`config.mk`:
```
export PLATFORM = sky130hd
export DESIGN_NAME = imem_arbiter
export DESIGN_NICKNAME = d
export VERILOG_FILES = /design/src/rtl/imem_arbiter.sv
export SDC_FILE = /design/constraint.sdc
export NUM_CORES = 1
export LEC_CHECK = 0
export ABC_AREA = 1
export CORE_AREA = 5 5 100 102
export CTS_CLUSTER_SIZE = 30
export DETAILED_ROUTE_END_ITERATION = 10
export DIE_AREA = 0 0 105 107
export PLACE_DENSITY_LB_ADDON = 0.08
export SKIP_CTS_REPAIR_TIMING = 1
export SYNTH_ARGS = -nofsm -noshare
export SYNTH_HDL_FRONTEND = slang
export SYNTH_SLANG_ARGS = --single-unit
```
`constraint.sdc`:
```
create_clock -name clk -period 0.96 [get_ports clk]
set_input_delay 0.096 -clock clk [delete_from_list [all_inputs] [get_ports clk]]
set_output_delay 0.096 -clock clk [all_outputs]
set_load 0.02 [all_outputs]
```
`src/rtl/imem_arbiter.sv`:
```
// Instruction-memory port arbiter: shares one single-cycle memory between the CPU
// fetch path and a loader/debug port, with loader burst limiting and an exclusive lock.
module imem_arbiter #(
  parameter int unsigned BURST_MAX = 8
) (
  input  logic        clk,
  input  logic        rst,
  input  logic        if_ce,
  input  logic [31:0] if_addr,
  output logic [31:0] if_inst,
  output logic        if_valid,
  output logic        stall_req,
  input  logic        ld_req,
  input  logic        ld_we,
  input  logic [31:0] ld_addr,
  input  logic [31:0] ld_wdata,
  input  logic        ld_lock,
  output logic        ld_ack,
  output logic [31:0] ld_rdata,
  output logic        ld_err,
  output logic        mem_ce,
  output logic        mem_we,
  output logic [31:0] mem_addr,
  output logic [31:0] mem_wdata,
  input  logic [31:0] mem_rdata
);

  localparam int unsigned CW = $clog2(BURST_MAX + 1);

  typedef enum logic [1:0] {
    S_IDLE = 2'd0,
    S_CPU  = 2'd1,
    S_LD   = 2'd2
  } state_t;

  state_t          state_q, state_d;
  logic [CW-1:0]   burst_q, burst_d;
  logic            ld_rd_q;
  logic            ld_err_q;

  logic            gnt_cpu_s;
  logic            gnt_ld_s;
  logic            ld_mis_s;
  logic            burst_full_s;

  assign ld_mis_s     = (ld_addr[1:0] != 2'b00);
  assign burst_full_s = (burst_q >= CW'(BURST_MAX));

  // Grant decision; reset suppresses every grant so no access leaks out of a reset cycle.
  always_comb begin
    gnt_cpu_s = 1'b0;
    gnt_ld_s  = 1'b0;
    if (rst) begin
      gnt_cpu_s = 1'b0;
      gnt_ld_s  = 1'b0;
    end else if (ld_lock) begin
      gnt_ld_s  = ld_req;
    end else if (ld_req && (!if_ce || !burst_full_s)) begin
      gnt_ld_s  = 1'b1;
    end else if (if_ce) begin
      gnt_cpu_s = 1'b1;
    end else begin
      gnt_cpu_s = 1'b0;
      gnt_ld_s  = 1'b0;
    end
  end

  // Next state and burst counter; the counter only tracks loader grants that keep the CPU waiting.
  always_comb begin
    state_d = S_IDLE;
    burst_d = burst_q;
    if (gnt_cpu_s) begin
      state_d = S_CPU;
    end else if (gnt_ld_s) begin
      state_d = S_LD;
    end else begin
      state_d = S_IDLE;
    end
    if (!if_ce || gnt_cpu_s) begin
      burst_d = '0;
    end else if (gnt_ld_s && !burst_full_s) begin
      burst_d = burst_q + CW'(1);
    end else begin
      burst_d = burst_q;
    end
  end

  // Arbiter state machine with the registered response qualifiers.
  always_ff @(posedge clk) begin
    if (rst) begin
      state_q  <= S_IDLE;
      burst_q  <= '0;
      ld_rd_q  <= 1'b0;
      ld_err_q <= 1'b0;
    end else begin
      state_q  <= state_d;
      burst_q  <= burst_d;
      ld_rd_q  <= gnt_ld_s & ~ld_we & ~ld_mis_s;
      ld_err_q <= gnt_ld_s & ld_mis_s;
    end
  end

  // Memory request mux; a misaligned loader access still reads but never writes.
  always_comb begin
    mem_ce    = 1'b0;
    mem_we    = 1'b0;
    mem_addr  = 32'h0000_0000;
    mem_wdata = 32'h0000_0000;
    if (gnt_cpu_s) begin
      mem_ce    = 1'b1;
      mem_addr  = if_addr;
    end else if (gnt_ld_s) begin
      mem_ce    = 1'b1;
      mem_we    = ld_we & ~ld_mis_s;
      mem_addr  = ld_addr;
      mem_wdata = ld_wdata;
    end else begin
      mem_ce    = 1'b0;
    end
  end

  // Responses follow the grant by one cycle; rst masks any response still in flight.
  always_comb begin
    stall_req = ~rst & if_ce & ~gnt_cpu_s;
    if_valid  = ~rst & (state_q == S_CPU);
    ld_ack    = ~rst & (state_q == S_LD);
    ld_err    = ld_ack & ld_err_q;
    if_inst   = if_valid ? mem_rdata : 32'h0000_0000;
    ld_rdata  = (ld_ack && ld_rd_q) ? mem_rdata : 32'h0000_0000;
  end

endmodule
```
==> flow_summary.toml, run 1 <==
[final_layout]
syn_to_final_growth_pct = 311
seq_area_um2 = 164
finalNetCount = 772
diodes = 0
nFillCells = 727
final_cell_mix = "130 x clkdlybuf4s50_1, 95 x nor2_4, 91 x buf_6, 72 x inv_1, 51 x nand2_4"
multi_input_area_mm2 = 0.00216
layout_commonest_cell = "clkdlybuf4s50_1"
drive_above_1_share = 0.609

[global_route]
antenna_found_initial = 0
use_met3 = 0.0548
grt_usage = 0.159
use_met2 = 0.316
grt_overflow = 0
busiest_layer = "met2"
grt_max_degree = 33
grt_pass1_vias = 2993
grtUsageMet1 = 0.152
grt_pass1_wl_mm = 14.6

[setup_path]
cpPeakStageDelay_ns = 0.32
crit_fanout = 16
end_kind = "output pin"
crit_slowest_cell = "dfxtp_2"
crit_top_cell = "buf_4"
start_kind = "register"
worstPathRequired_ns = 0.86
crit_chain = "buf_4 -> nand3_2 -> nand2_4 -> inv_6 -> buf_12 -> nand2_1 -> nand2_2 -> buf_4"
cp_top_family = "buffers and inverters"
arrival_ns = 1.45
critPathKind = "reg -> out"
critical_path_buf_inv_count = 4

[drt]
route.detailed.drc = 0
drt_iter0_markers = 59
ant_nets = 0
drt_wl_total_mm = 10.8
wl_per_cell_um = 14.6
firstDrtPassIters = 3
routed_via_density = 4.12
num_vias = 3071

[clocking]
cts_root_buf = "clkbuf_8"
clk-insertion-delay-late_ns = 0.22
clock-sinks = 8
cts_max_path_buffers = 2
clkSlewWorstSetupHoldPaths_ns = 0.04
cts-buffers-inserted = 3
htreeDepth = 1
cts_tree = "yes"

[sta]
timing.hold.ws_ns = 0.367
rsz0062_at_grt = "yes"
final.setup.worst_slack_ns = -0.583
slew_headroom = 0.848
skew_ns = 0.00160
fmax_mhz = 648
setup_viol = 141
tns_ns = -64.26
tightest_slew_ns = 0.227
fin_crit_ns = 1.54
final_hold_viol_count = 0
finalMaxSlewViolations = 0
period_share = 1.61

[yosys]
synth_area_leader_cell = "nand2_1"
synth_fp_nets = 465
synth_area_mm2 = 0.00149
yosys.cell_types.count = 20
synth_area_per_cell_um2 = 4.53
netlist_top_cells_area = "nand2_1 27%, nor2_1 25%, inv_1 19%"
synth_seq_cells = 8
yosysTopAreaCellShare = 0.272
synth_warnings = 0
syn-instance-count = 329
seq_area_frac_synth = 0.107

[die]
start_util = 0.165
ios = 268
dieArea_mm2 = 0.0112
fp.dieH_um = 107
rows = 35
coreArea_mm2 = 0.00902
die_w_um = 105

[power]
peakVddDrop_mv = 0.322
p_leak_nw = 3.01
p_per_area_mw_per_mm2 = 421

[status]
status = "complete, but fails checks"
violations = "setup timing"

[placement]
port_buffers = 267
gp_congestion = 0.830
dp_hpwl_mm = 8.62

[min_path]
hp-class = "in -> reg"

[run]
maxCapViolations = 0
==> worst register-to-register path, delay by kind of cell, from the launching register on <==
kind | cells | cell delay [ns]
and+or+nand+nor | 4 | 0.34
DFF | 1 | 0.33
buffers and inverters | 3 | 0.40
==> layer usage <==
layer | routed length [µm] | vias up | part of all wire
met5 | 0 | - | 0
met2 | 6300 | 156 | 0.58
met1 | 3350 | 1367 | 0.31
met4 | 250 | 0 | 0.023
met3 | 940 | 19 | 0.087
li1 | - | 1529 | -
==> synthesized netlist by cell type <==
master   count
nand2_1    108
nand3_1      3
nor2_4       2
dfxtp_1      8
o21ai_0      2
nor4_1       1
ha_1         2
nand2_2      2
nor2_1     100
buf_6        3
buf_2        6
a21oi_2      1
nor3_2       1
a21oi_1      2
and2_1       1
nor2_2       2
inv_1       75
nand4_1      2
inv_2        2
buf_4        6
==> metrics by stage <==
step | setup slack (ns) | std cells | util | power (mW) | cell area, µm²
floorplan | -0.263 | 329 | - | 1.09 | 2600
global placement | -1.14 | 720 | 0.614 | 2.04 | 5540
detailed placement | -1.15 | 720 | 0.614 | 2.06 | 5540
CTS | -1.16 | 723 | 0.619 | 2.47 | 5580
global route | -0.678 | 745 | 0.679 | 2.73 | 6130
finish | -0.583 | 745 | 0.679 | 2.58 | 6130
==> state kept, by name (all words and copies together), names as in the netlist <==
signal	flops
burst_q	4
ld_rd_q	1
state_q	2
ld_err_q	1
==> kinds of logic after synthesis <==
logic type | count (synthesis) | synth area share
simple gates | 222 | 0.589
fa+ha+maj | 2 | 0.0168
flops | 8 | 0.107
compound gates | 5 | 0.0193
buf+inv | 92 | 0.267
==> where the power goes <==
group / total (mW) / switching, mW / internal [mW] / leakage [nW]
registers: 0.349 / 0.00573 / 0.344 / 0.0664
logic: 1.84 / 0.865 / 0.979 / 2.92
clock network: 0.391 / 0.120 / 0.270 / 0.0216
total: 2.58 / 0.991 / 1.59 / 3.01
==> worst paths after layout <==
path | start | end | slack, ns | depth (start not counted)
max | burst_q[3]$_SDFFE_PP0P_ | mem_addr[31] | -0.58 | 8
min reg2reg | burst_q[2]$_SDFFE_PP0P_ | burst_q[2]$_SDFFE_PP0P_ | 0.51 | 2
max reg2reg | burst_q[3]$_SDFFE_PP0P_ | state_q[0]$_SDFF_PP0_ | -0.16 | 7
min | rst | state_q[1]$_SDFF_PP0_ | 0.37 | 4
==> area by class of cell <==
type,count,area share
multi-input combinational,229,0.353
clock buffer,3,0.00674
inverter,77,0.0488
tap,111,0.0227
sequential,8,0.0267
timing repair buffer,317,0.542
No activity file was read; power rests on OpenSTA's default activity.
==> inputs of run 2 (changes only) <==
- CELL_PAD_IN_SITES_DETAIL_PLACEMENT: not set -> 1
- CELL_PAD_IN_SITES_GLOBAL_PLACEMENT: not set -> 2
- CORE_AREA: 5 5 100 102 -> not set
- CORE_ASPECT_RATIO: not set -> 0.9
- CORE_MARGIN: not set -> 5
- CORE_UTILIZATION: not set -> 10
- DIE_AREA: 0 0 105 107 -> not set
- RECOVER_POWER: not set -> 50
==> run 2 against run 1 <==
The flow still finishes with violations (setup timing). Cell count up 14%. Sequential share of layout area down 0.16 points. Setup slack worse by 0.11 ns. Die area up 55%. First-iteration DRC count down 44%. Via count up 3.3%. Critical endpoint is now mem_addr[2]. Largest cell class unchanged.
==> flow_summary.toml, run 2 (synthesized netlist as in run 1, its figures left out) <==
[setup_path]
r2r_slack_ns = -0.28
arrival_ns = 1.55
crit_fanout = 5
rr_startpoint = "burst_q[3]$_SDFFE_PP0P_"
worstPathRequired_ns = 0.86
r2r_end = "ld_rd_q$_SDFF_PP0_"
start_kind = "register"
reg2reg_depth = 6
end_kind = "output pin"
critPathKind = "reg -> out"

[die]
ios = 268
rows = 42
die_w_um = 139
fp.dieH_um = 126
dieArea_mm2 = 0.0174
coreArea_mm2 = 0.0147
start_util = 0.102

[power]
p_int_mw = 1.94
p_seq_frac = 0.116
p_leak_nw = 3.12
peakVddDrop_mv = 0.291
p_sw_mw = 1.06
power_mw = 3.00
p_comb_frac = 0.650
clkPwrFrac = 0.234
sw_frac_of_total = 0.353
p_per_area_mw_per_mm2 = 459

[global_route]
antenna_found_initial = 0
grt_pass1_vias = 3301
grt_pass1_wl_mm = 17.9
grt_overflow = 0
grt_max_degree = 24
grt_usage = 0.125

[clocking]
cts-buffers-inserted = 3
htreeDepth = 1
cts_tree = "yes"
clock-sinks = 8
cts_max_path_buffers = 2
cts_root_buf = "clkbuf_16"
clkSlewWorstSetupHoldPaths_ns = 0.04
clk-insertion-delay-late_ns = 0.23

[drt]
drt_wl_total_mm = 13.7
ant_nets = 0
num_vias = 3172
routed_via_density = 3.75
firstDrtPassIters = 4
route.detailed.drc = 0
drt_iter0_markers = 33
wl_per_cell_um = 16.2

[final_layout]
layout_commonest_cell = "clkdlybuf4s50_1"
reg.largest.list = "burst_q: 4 flops, state_q: 2 flops"
utilization = 0.445
finalInstanceArea_mm2 = 0.00652
top_register = "burst_q"
diodes = 0
finalNetCount = 786
syn_to_final_growth_pct = 338
largest_reg_flops = 4
final_cell_mix = "130 x clkdlybuf4s50_1, 108 x buf_6, 97 x nor2_4, 73 x inv_1, 55 x buf_4"
drive_above_1_share = 0.596

[status]
violations = "setup timing"
status = "complete, but fails checks"

[sta]
rsz0062_at_grt = "yes"
period_share = 1.72
final_hold_viol_count = 0
setup_viol = 141
tightest_slew_ns = 0.266
finalMaxSlewViolations = 0
skew_ns = 0.00282
fmax_mhz = 606
fin_crit_ns = 1.65
final.setup.worst_slack_ns = -0.690
slew_headroom = 0.822

[placement]
port_buffers = 267
dp_hpwl_mm = 10.3
placed_area_mm2 = 0.00565
gp_congestion = 0.728

[min_path]
worstHoldStart = "ld_req"
hp-class = "in -> reg"
hold_end = "state_q[0]$_SDFF_PP0_"
hold_depth = 5

[run]
maxCapViolations = 0
[run 2: cell count changes in the layout (fill, tap and decap cells not counted), moves of 2 or more]
| cell | change |
|---|---|
| buf_4 | +6 |
| clkbuf_2 | -12 |
| buf_2 | -5 |
| buf_6 | +17 |
| clkbuf_8 | -3 |
| nand2_1 | +13 |
| nand2_4 | -5 |
| nor2_4 | +2 |
| clkbuf_16 | +8 |
| nand2_2 | -9 |
| clkbuf_4 | +3 |
[run 2: power groups by stage]
stage                     Combinational (mW)  Sequential [mW]  Clock, mW
after CTS                               1.74            0.347      0.717
after floorplan                        0.738            0.351          0
after global placement                  1.71            0.352          0
final                                   1.95            0.348      0.700
after global routing                    2.08            0.349      0.731
after detailed placement                1.73            0.352          0
[run 2: area by class of cell]
class	instances	area [µm²]
multi-input combinational	229	2120
tap	198	248
inverter	77	299
fill	1677	8140
sequential	8	164
clock buffer	3	75.1
timing repair buffer	331	3610
[run 2: critical path, cell delays in order (launching register included)]
cell and delay, ns:
dfxtp_2 0.34, nand2_2 0.07, nand2_4 0.08, nand2_4 0.06, nor2_4 0.22, buf_6 0.17, clkbuf_16 0.16, nand2_4 0.06
nand2_4 0.05, buf_6 0.11
[run 2: through the flow]
stage | cells | setup slack, ns | setup TNS (ns) | hold WS, ns
floorplan | 329 | -0.263 | -18.24 | 0.172
global placement | 808 | -1.18 | -145.51 | 0.489
detailed placement | 808 | -1.22 | -148.54 | 0.493
CTS | 811 | -1.23 | -148.07 | 0.502
global route | 846 | -0.769 | -85.81 | 0.450
finish | 846 | -0.690 | -77.21 | 0.417
[run 2: worst max path at each step]
stage | start | endpoint | slack [ns] | cells past startpoint
final | burst_q[3]$_SDFFE_PP0P_ | mem_addr[2] | -0.69 | 9
after global routing | burst_q[3]$_SDFFE_PP0P_ | mem_addr[10] | -0.77 | 9
after floorplan | state_q[0]$_SDFF_PP0_ | ld_rdata[10] | -0.26 | 4
after CTS | rst | mem_addr[26] | -1.23 | 8
after global placement | if_ce | mem_wdata[23] | -1.18 | 7
after detailed placement | rst | mem_addr[26] | -1.22 | 8
[run 2: routing by layer]
| metal | vias to the layer above | GRT usage | share of wire |
|---|---|---|---|
| met5 | - | 0 | 0 |
| met4 | 0 | 0.0259 | 0.0091 |
| met3 | 6 | 0.0455 | 0.086 |
| met2 | 142 | 0.239 | 0.56 |
| met1 | 1463 | 0.131 | 0.35 |
| li1 | 1561 | - | - |
==> inputs of run 3 (changes only) <==
- clock period: 0.96 -> 1.5 ns (I/O delays scaled with it)
==> run 3 against run 2 <==
The flow still finishes with violations (setup timing). Sequential power is 36% lower. Hold slack improved by 0.094 ns. Register-to-register slack better by 0.50 ns. Largest cell class unchanged.
==> flow_summary.toml, run 3 (synthesized netlist as in run 1, its figures left out) <==
[global_route]
grt_pass1_wl_mm = 17.5
grt_max_degree = 34
grt_usage = 0.124
antenna_found_initial = 0
grt_overflow = 0
grt_pass1_vias = 3209

[setup_path]
end_kind = "output pin"
crit_fanout = 8
critical_path_buf_inv_count = 3
crit_chain = "nand2_2 -> nand2_2 -> nand2_2 -> nor2_4 -> clkbuf_16 -> buf_12 -> nand2_4 -> nand2_2 -> buf_12"
crit_top_cell = "nand2_2"
cpPeakStageDelay_ns = 0.35
worstPathRequired_ns = 1.35
arrival_ns = 1.52
crit_slowest_cell = "dfxtp_2"
critPathKind = "reg -> out"
cp_top_family = "simple AND/OR/NAND/NOR gates"
start_kind = "register"

[sta]
finalMaxSlewViolations = 0
fmax_mhz = 599
rsz0062_at_grt = "yes"
tns_ns = -7.87
final.setup.worst_slack_ns = -0.169
slew_headroom = 0.780
skew_ns = 0.000981
tightest_slew_ns = 0.328
final_hold_viol_count = 0
setup_viol = 84
period_share = 1.11
fin_crit_ns = 1.67

[die]
dieArea_mm2 = 0.0174
start_util = 0.102
fp.dieH_um = 126
rows = 42
ios = 268
coreArea_mm2 = 0.0147
die_w_um = 139

[drt]
route.detailed.drc = 0
ant_nets = 0
num_vias = 3125
wl_per_cell_um = 16.1
drt_wl_total_mm = 13.3
routed_via_density = 3.78
drt_iter0_markers = 49
firstDrtPassIters = 4

[power]
clkPwrFrac = 0.270
p_comb_frac = 0.597
p_int_mw = 1.13
p_per_area_mw_per_mm2 = 318
peakVddDrop_mv = 0.292
sw_frac_of_total = 0.325
p_leak_nw = 2.90
p_seq_frac = 0.134
p_sw_mw = 0.543

[placement]
placed_cells = 796
placed_area_mm2 = 0.00449
gp_congestion = 0.799
port_buffers = 267
dp_hpwl_mm = 9.82

[clocking]
cts_tree = "yes"
cts_root_buf = "clkbuf_16"
cts-buffers-inserted = 3
htreeDepth = 1
clock-sinks = 8
clkSlewWorstSetupHoldPaths_ns = 0.04
cts_max_path_buffers = 2
clk-insertion-delay-late_ns = 0.23

[final_layout]
final_cell_mix = "130 x clkdlybuf4s50_1, 76 x nand2_1, 74 x inv_1, 63 x nor2_1, 59 x buf_6"
finalNetCount = 767
nFillCells = 1781
top_register = "burst_q"
drive_above_1_share = 0.402
reg.largest.list = "burst_q: 4 flops, state_q: 2 flops"
diodes = 0
fin_cells = 827
largest_reg_flops = 4
utilization = 0.358
finalInstanceArea_mm2 = 0.00525
syn_to_final_growth_pct = 252
layout_commonest_cell = "clkdlybuf4s50_1"

[min_path]
hp-class = "reg -> reg"

[status]
violations = "setup timing"
status = "complete, but fails checks"

[run]
maxCapViolations = 0
run 3: cell types whose count changed in the layout (fill, tap and decap cells not counted), moves of 4 or more:
cell and change:
nor2_4 -63, nor2_1 +56, buf_6 -49, nand2_4 -40, clkbuf_2 +38, nand2_1 +37
buf_4 -13, dlymetal6s2s_1 +11, nor2_2 +7, clkbuf_16 -5, nand2_2 +4
run 3: path summary, 6_finish.rpt:
check             cells past startpoint  slack (ns)                       to                     from
setup / recovery                      9       -0.17             mem_addr[23]  burst_q[3]$_SDFFE_PP0P_
hold / removal                        2        0.51  burst_q[2]$_SDFFE_PP0P_  burst_q[2]$_SDFFE_PP0P_
setup reg to reg                      8        0.22    state_q[0]$_SDFF_PP0_  burst_q[3]$_SDFFE_PP0P_
hold reg to reg                       2        0.51  burst_q[2]$_SDFFE_PP0P_  burst_q[2]$_SDFFE_PP0P_
run 3: worst register-to-register path, cell delays in order, from the launching register on:
cell and delay [ns]:
dfxtp_2 0.35, nand2_2 0.06, nand2_2 0.07, nand2_2 0.07
nor2_4 0.19, clkbuf_16 0.17, buf_8 0.12, buf_4 0.11
buf_4 0.10
run 3: power groups by stage:
stage | Combinational (mW) | Sequential, mW | Clock [mW]
floorplan | 0.287 | 0.225 | 0
global route | 1.08 | 0.224 | 0.474
finish | 0.997 | 0.224 | 0.451
CTS | 0.908 | 0.223 | 0.463
detailed placement | 0.902 | 0.226 | 0
global placement | 0.898 | 0.226 | 0
run 3: through the flow:
stage,total power [mW],worst slack [ns],hold WS (ns)
after floorplan,0.511,0.0297,0.226
after global placement,1.12,-0.658,0.489
after detailed placement,1.13,-0.654,0.509
after CTS,1.59,-0.661,0.515
after global routing,1.77,-0.271,0.550
final,1.67,-0.169,0.511
run 3: per-layer routing:
metal	global-route usage	vias up	share of wire	routed length, µm
met5	0	-	0	0
met4	0.0190	0	0.0096	128
met3	0.0701	10	0.11	1510
met2	0.235	174	0.53	7100
met1	0.119	1420	0.34	4560
li1	-	1521	-	-
run 3: area by class of cell:
cell class	instances	area, µm²	area share
repair buffers	312	3170	0.604
multi-input cells	229	1300	0.248
inverters	77	294	0.0560
well taps	198	248	0.0472
flip-flops and latches	8	163	0.0310
clock buffers	3	75.1	0.0143
